File: src/rtl/sum_it_up_gen_if.sv
// Bus bundle for sum_it_up_gen: operand stream and start request in,
// reduction status and results out. Clock and reset stay outside.
interface sum_it_up_gen_if #(
   parameter int W  = 8,
   parameter int SW = 12,
   parameter int CW = 8
);
   logic          go_l;
   logic [1:0]    mode;
   logic [W-1:0]  inA;
   logic          busy;
   logic          done;
   logic [SW-1:0] result;
   logic [CW-1:0] count;
   logic          overflow;

   // Value source / test driver side
   modport master (
      output go_l, mode, inA,
      input  busy, done, result, count, overflow
   );

   // Reduction engine side
   modport slave (
      input  go_l, mode, inA,
      output busy, done, result, count, overflow
   );
endinterface

File: src/rtl/sum_it_up_gen.sv
// Serial list reducer. After an active-low go it consumes one operand per
// clock until a zero terminator or MAXN operands, folding them with
// SUM / MAX / MIN / COUNT, then pulses done with a held result.
module sum_it_up_gen #(
   parameter int W    = 8,
   parameter int SW   = 12,
   parameter int MAXN = 255,
   parameter int CW   = 8
) (
   input  logic           ck,
   input  logic           reset_l,
   sum_it_up_gen_if.slave bus
);

   typedef enum logic [1:0] {
      S_IDLE = 2'd0,
      S_RUN  = 2'd1,
      S_DONE = 2'd2
   } state_t;

   localparam logic [1:0] M_SUM   = 2'd0;
   localparam logic [1:0] M_MAX   = 2'd1;
   localparam logic [1:0] M_MIN   = 2'd2;
   localparam logic [1:0] M_COUNT = 2'd3;

   localparam logic [CW-1:0] MAXN_C   = CW'(MAXN);
   localparam logic [SW-1:0] ACC_ONES = '1;

   state_t        r_state;
   state_t        w_state_next;
   logic [1:0]    r_mode;
   logic [SW-1:0] r_acc;
   logic [CW-1:0] r_count;
   logic          r_overflow;

   // Accept cycle: IDLE with go_l asserted. The operand on inA in this
   // same cycle is already the first list element.
   logic          w_accept;
   logic          w_take;
   logic          w_nonzero;
   logic          w_fold;
   logic          w_first;
   logic          w_hit_max;
   logic          w_last;
   logic [1:0]    w_mode_eff;
   logic [SW-1:0] w_acc_base;
   logic          w_ovf_base;
   logic [CW-1:0] w_count_base;
   logic [CW-1:0] w_count_inc;
   logic [SW-1:0] w_op;
   logic [SW:0]   w_sum;
   logic [SW-1:0] w_acc_fold;
   logic          w_ovf_fold;
   logic [1:0]    w_mode_next;
   logic [SW-1:0] w_acc_next;
   logic [CW-1:0] w_count_next;
   logic          w_ovf_next;

   assign w_accept  = (r_state == S_IDLE) && !bus.go_l;
   assign w_take    = w_accept || (r_state == S_RUN);
   assign w_nonzero = (bus.inA != '0);
   assign w_fold    = w_take && w_nonzero;
   assign w_first   = w_accept;

   // The mode input only matters in the accept cycle; afterwards the
   // latched copy governs the rest of the list.
   assign w_mode_eff = w_accept ? bus.mode : r_mode;

   // On accept the previous list's state is discarded, so the fold starts
   // from a clean accumulator, counter and overflow flag.
   assign w_acc_base   = w_accept ? '0   : r_acc;
   assign w_ovf_base   = w_accept ? 1'b0 : r_overflow;
   assign w_count_base = w_accept ? '0   : r_count;
   assign w_count_inc  = w_count_base + 1'b1;

   // Operands are unsigned and zero-extended to the result width.
   assign w_op  = SW'(bus.inA);
   assign w_sum = {1'b0, w_acc_base} + {1'b0, w_op};

   // The list ends on a zero operand, or when this operand is the MAXN-th.
   assign w_hit_max = w_fold && (w_count_inc == MAXN_C);
   assign w_last    = (w_take && !w_nonzero) || w_hit_max;

   // Fold one nonzero operand into the accumulator under the effective mode
   always_comb begin
      w_acc_fold = w_acc_base;
      w_ovf_fold = w_ovf_base;
      case (w_mode_eff)
         M_SUM: begin
            // Saturate on carry-out; once saturated every further nonzero
            // operand carries again, so the accumulator stays at all-ones.
            if (w_sum[SW]) begin
               w_acc_fold = ACC_ONES;
               w_ovf_fold = 1'b1;
            end else begin
               w_acc_fold = w_sum[SW-1:0];
            end
         end
         M_MAX: begin
            if (w_first || (w_op > w_acc_base)) begin
               w_acc_fold = w_op;
            end
         end
         M_MIN: begin
            // The first operand loads directly, so no all-ones seed is
            // ever needed or visible on result.
            if (w_first || (w_op < w_acc_base)) begin
               w_acc_fold = w_op;
            end
         end
         M_COUNT: begin
            w_acc_fold = SW'(w_count_inc);
         end
         default: begin
            w_acc_fold = w_acc_base;
         end
      endcase
   end

   // Datapath next values: clear on accept, fold on every nonzero operand
   always_comb begin
      w_mode_next  = r_mode;
      w_acc_next   = r_acc;
      w_count_next = r_count;
      w_ovf_next   = r_overflow;
      if (w_accept) begin
         w_mode_next  = bus.mode;
         w_acc_next   = '0;
         w_count_next = '0;
         w_ovf_next   = 1'b0;
      end
      if (w_fold) begin
         w_acc_next   = w_acc_fold;
         w_count_next = w_count_inc;
         w_ovf_next   = w_ovf_fold;
      end
   end

   // FSM state register
   always_ff @(posedge ck or negedge reset_l) begin
      if (!reset_l) begin
         r_state <= S_IDLE;
      end else begin
         r_state <= w_state_next;
      end
   end

   // FSM next-state logic
   always_comb begin
      w_state_next = r_state;
      case (r_state)
         S_IDLE: begin
            if (w_accept) begin
               w_state_next = w_last ? S_DONE : S_RUN;
            end
         end
         S_RUN: begin
            if (w_last) begin
               w_state_next = S_DONE;
            end
         end
         S_DONE: begin
            // Always exactly one DONE cycle; a held go_l is picked up in
            // the following IDLE cycle.
            w_state_next = S_IDLE;
         end
         default: begin
            w_state_next = S_IDLE;
         end
      endcase
   end

   // FSM outputs: busy across RUN and DONE, done only in DONE
   always_comb begin
      bus.busy = 1'b0;
      bus.done = 1'b0;
      case (r_state)
         S_RUN: begin
            bus.busy = 1'b1;
         end
         S_DONE: begin
            bus.busy = 1'b1;
            bus.done = 1'b1;
         end
         default: begin
            bus.busy = 1'b0;
            bus.done = 1'b0;
         end
      endcase
   end

   // Datapath registers: latched mode, accumulator, count, sticky overflow
   always_ff @(posedge ck or negedge reset_l) begin
      if (!reset_l) begin
         r_mode     <= M_SUM;
         r_acc      <= '0;
         r_count    <= '0;
         r_overflow <= 1'b0;
      end else begin
         r_mode     <= w_mode_next;
         r_acc      <= w_acc_next;
         r_count    <= w_count_next;
         r_overflow <= w_ovf_next;
      end
   end

   // Result outputs come straight from registers, so they are stable in
   // the DONE cycle and held through IDLE until the next accept.
   assign bus.result   = r_acc;
   assign bus.count    = r_count;
   assign bus.overflow = r_overflow;

endmodule

File: src/flat_wrapper.sv
// flat-port wrapper written by rule: the top's interface ports become plain ports
module sum_it_up_gen_flat 
#(
   parameter int W    = 8,
   parameter int SW   = 12,
   parameter int MAXN = 255,
   parameter int CW   = 8
)
  (ck, reset_l, bus_go_l, bus_mode, bus_inA, bus_busy, bus_done, bus_result, bus_count, bus_overflow);
  sum_it_up_gen_if #(.W(W), .SW(SW), .CW(CW)) bus_i ();
  input  logic ck;
  input  logic reset_l;
  input wire logic [$bits(bus_i.go_l)-1:0] bus_go_l;
  input wire logic [$bits(bus_i.mode)-1:0] bus_mode;
  input wire logic [$bits(bus_i.inA)-1:0] bus_inA;
  output wire logic [$bits(bus_i.busy)-1:0] bus_busy;
  output wire logic [$bits(bus_i.done)-1:0] bus_done;
  output wire logic [$bits(bus_i.result)-1:0] bus_result;
  output wire logic [$bits(bus_i.count)-1:0] bus_count;
  output wire logic [$bits(bus_i.overflow)-1:0] bus_overflow;
  assign bus_i.go_l = bus_go_l;
  assign bus_i.mode = bus_mode;
  assign bus_i.inA = bus_inA;
  assign bus_busy = bus_i.busy;
  assign bus_done = bus_i.done;
  assign bus_result = bus_i.result;
  assign bus_count = bus_i.count;
  assign bus_overflow = bus_i.overflow;
  sum_it_up_gen #(.W(W), .SW(SW), .MAXN(MAXN), .CW(CW)) u_core (.ck(ck), .reset_l(reset_l), .bus(bus_i));
endmodule
File: config.mk
export PLATFORM = sky130hd
export DESIGN_NAME = sum_it_up_gen_flat
export DESIGN_NICKNAME = d
export VERILOG_FILES = /design/src/rtl/sum_it_up_gen_if.sv /design/src/rtl/sum_it_up_gen.sv /design/src/flat_wrapper.sv
export SDC_FILE = /design/constraint.sdc
export NUM_CORES = 1
export LEC_CHECK = 0
export ABC_AREA = 1
export CAP_MARGIN = 40
export CORE_AREA = 2 2 72 74
export CTS_CLUSTER_DIAMETER = 50
export DETAILED_ROUTE_END_ITERATION = 16
export DIE_AREA = 0 0 74 76
export PLACE_DENSITY = 0.81
export SYNTH_ARGS = -nofsm -noshare
export SYNTH_HDL_FRONTEND = slang
export SYNTH_SLANG_ARGS = --single-unit
File: constraint.sdc
create_clock -name ck -period 3.7 [get_ports ck]
set_input_delay 1.11 -clock ck [delete_from_list [all_inputs] [get_ports ck]]
set_output_delay 1.11 -clock ck [all_outputs]
set_load 0.02 [all_outputs]
==> metrics.txt <==
CTS tree=done; first-pass GRT wire length=~11000 um; Max Slew Vio Count=0; clk root buf=clkbuf_8; Most used DFF post-synth=dfrtp_1; CTS Sinks=25; Resize count post-CTS=0; vias in the first global route=approximately 2500; H-Tree Level Count=1; Syn Nets=around 430; fraction of layout cells with a size suffix above 1=a little over a tenth; Total Wirelength=6330 um; area leader, netlist=dfrtp_1; Mapped Area=2620 sq um; Post-synth EDFFs=0; Critical Path RT=3.87 ns; die height=between 70 and 80 um; setup TNS=0 ns; Worst setup EP type=register; delay-heaviest family, CP=simple AND/OR/NAND/NOR gates; Placed Area=around 3000 sq um; CP dominant cell by count=nand2_1; sequence of cells on the critical path=clkdlybuf4s50_1, nor2_2, nor2_1, inv_1, ha_1, nand2_1, nand2_1, nand2_1, nand2_1, nand2_1, nand2_1, nand3_4, nand2_1, nand2_1, nor2_2, inv_2, nor2_1, o21bai_1; Slew headroom=between 70% and 80%; overall power=2.02 mW; internal reg-to-reg setup slack=0.88 ns; Clock Latency Late Sink=0.28 ns; post-synth cell types=37; FMAX=around 290 MHz; area of the core=approximately 4900 sq um; Worst path max stage delay=~0.53 ns; Cells after Synth=396; pwr/cell area=roughly 650 nW/um^2; Slowest-stage cell, CP=clkdlybuf4s50_1; via total after detailed routing=around 2600; DRT antenna net count=0; Hold WC Path Type=register to register; CP bufs+invs=3; Layout Skew=roughly 0.0044 ns; Avg Inst Size Synth=~6.6 sq um; Layout Nets=about 480; Async SR Flop Fraction=100%; total grt overflow=0; Synth top area share=around a quarter; Wirelength per Cell=approximately 12 um; worst-path fanout max=6; max-cap violations=0; Vias/cell=roughly 5.2; post-placement cell count=slightly above 500; initial antenna violation count=0; buffer depth of the longest clock path=2; fin area=around 3100 sq um; # fillers=486; largest net degree at the start of global routing=26; Max VDD drop=0.000292 V; diode count=0; synth warn=0; Seq cells post-synth=25; Reg clk slew, reported paths=0.09 ns; Detailed Routing Iterations Pass 1=5; RSZ-0062 raised after global routing=false; leakage power=about 1.7 nW; period utilization=93.2%; synth top area cells=dfrtp_1 (24%), nand2_1 (16%), ha_1 (11%); synth cell count leaders=nand2_1 (114), inv_1 (57), nand3_1 (42); Horiz. Die Dim=around 74 um; Final Non-Filler Cells=between 500 and 600; I/O pins=36; routability congestion estimate=between 0.9 and 1; CP Launch Type=primary input; number of port buffers=35; final setup violating endpoints=0; CTS Buf Count=3; DRC Markers=0; Multi-input gate area=roughly 1700 sq um; Seq/Total Area, Yosys=between 20% and 30%; run status=finished, final reports clean; Tmin final=between 3 and 4 ns; Area growth, synth to finish=19.1%; most common cell in the netlist=nand2_1; CTS Hold Buffers Added=0; Fin. Hold Viols=0; post-CTS setup buffers=0; critical path class=primary input to register; GRT Total Usage=24.2%; Post-DP HPWL=about 5000 um; Site Rows=26; starting density of the core=a little over half; final core utilization=between 60% and 70%; Die Area=5620 sq um; Crit path arrival time=roughly 3.6 ns; Slew @ Worst Pin=a little over 0.4 ns; area occupied by registers=626 sq um; 1st-iter DRT viols=131
-- routing by layer --
layer  vias to the layer above  part of all wire [%]  wire length [um]  global-route usage (%)
met5                         -                     0                 0                       0
met2                        82                    49              3120                    40.9
li1                       1336                     -                 -                       -
met4                         0                   1.6               103                    7.64
met3                         9                   4.9               308                    2.65
met1                      1219                    44              2800                    31.8
-- final cells by class --
class | instances | share of cell area [%]
clock buffer | 3 | 1.32
sequential | 25 | 20.1
inverter | 67 | 8.14
clock inverter | 1 | 0.160
timing repair buffer | 44 | 13.4
tap | 70 | 2.81
multi-input combinational | 298 | 54.1
-- path summary, 6_finish.rpt --
check / from / endpoint / cells after the start
setup / recovery: bus_go_l / u_core.bus.result[8] / 18
hold / removal: u_core.r_state[1] / u_core.r_state[1] / 2
setup reg to reg: u_core.r_state[0] / u_core.bus.result[8] / 20
hold reg to reg: u_core.r_state[1] / u_core.r_state[1] / 2
max in group asynchronous: reset_l / u_core.bus.result[0] / 2
min in group asynchronous: reset_l / u_core.bus.count[1] / 2
-- report_power, final --
group,switching [mW],leakage (nW),internal [mW]
clock,0.0964,0.0255,0.0757
sequential,0.0559,0.328,0.352
combinational,0.920,1.32,0.522
-- cell usage in the layout (no fill, tap or decap), types with 5 or more instances in the layout --
cell and instances:
nand3_1 42, nor2_1 38, clkdlybuf4s50_1 35, inv_1 57
nor2_2 5, ha_1 24, buf_4 9, nand2_2 8
inv_2 9, nand2_1 114, xor2_1 7, nand4_1 8
o21ai_0 12, a21oi_1 10, dfrtp_1 25
-- cells by family (layout without fill, tap and decap cells) --
logic type,Yosys count,after routing,share of synthesized area (%)
buf+inv,73,115,11.7
flops,25,25,23.9
xor+xnor,7,7,2.34
compound gates,35,35,7.69
fa+ha+maj,25,25,12.2
simple gates,231,231,42.2
-- state kept, by name, indices dropped and copies added, names as in the netlist --
signal	cells
u_core.bus.result	12
u_core.bus.count	8
u_core.bus.overflow	1
u_core.r_mode	2
u_core.r_state	2
-- worst min-delay path, stage by stage (launching register included) --
cell and delay (ns):
dfrtp_1 0.38, nand2_1 0.07, nand2_1 0.05
-- per-stage QoR --
| stage | hold WS (ns) | setup slack [ns] |
|---|---|---|
| after global placement | 0.468 | 0.0562 |
| final | 0.522 | 0.252 |
| after floorplan | 0.466 | 0.515 |
| after detailed placement | 0.496 | -0.000374 |
| after CTS | 0.519 | 0.263 |
| after global routing | 0.545 | 0.0325 |
No activity file was read; power rests on OpenSTA's default activity.
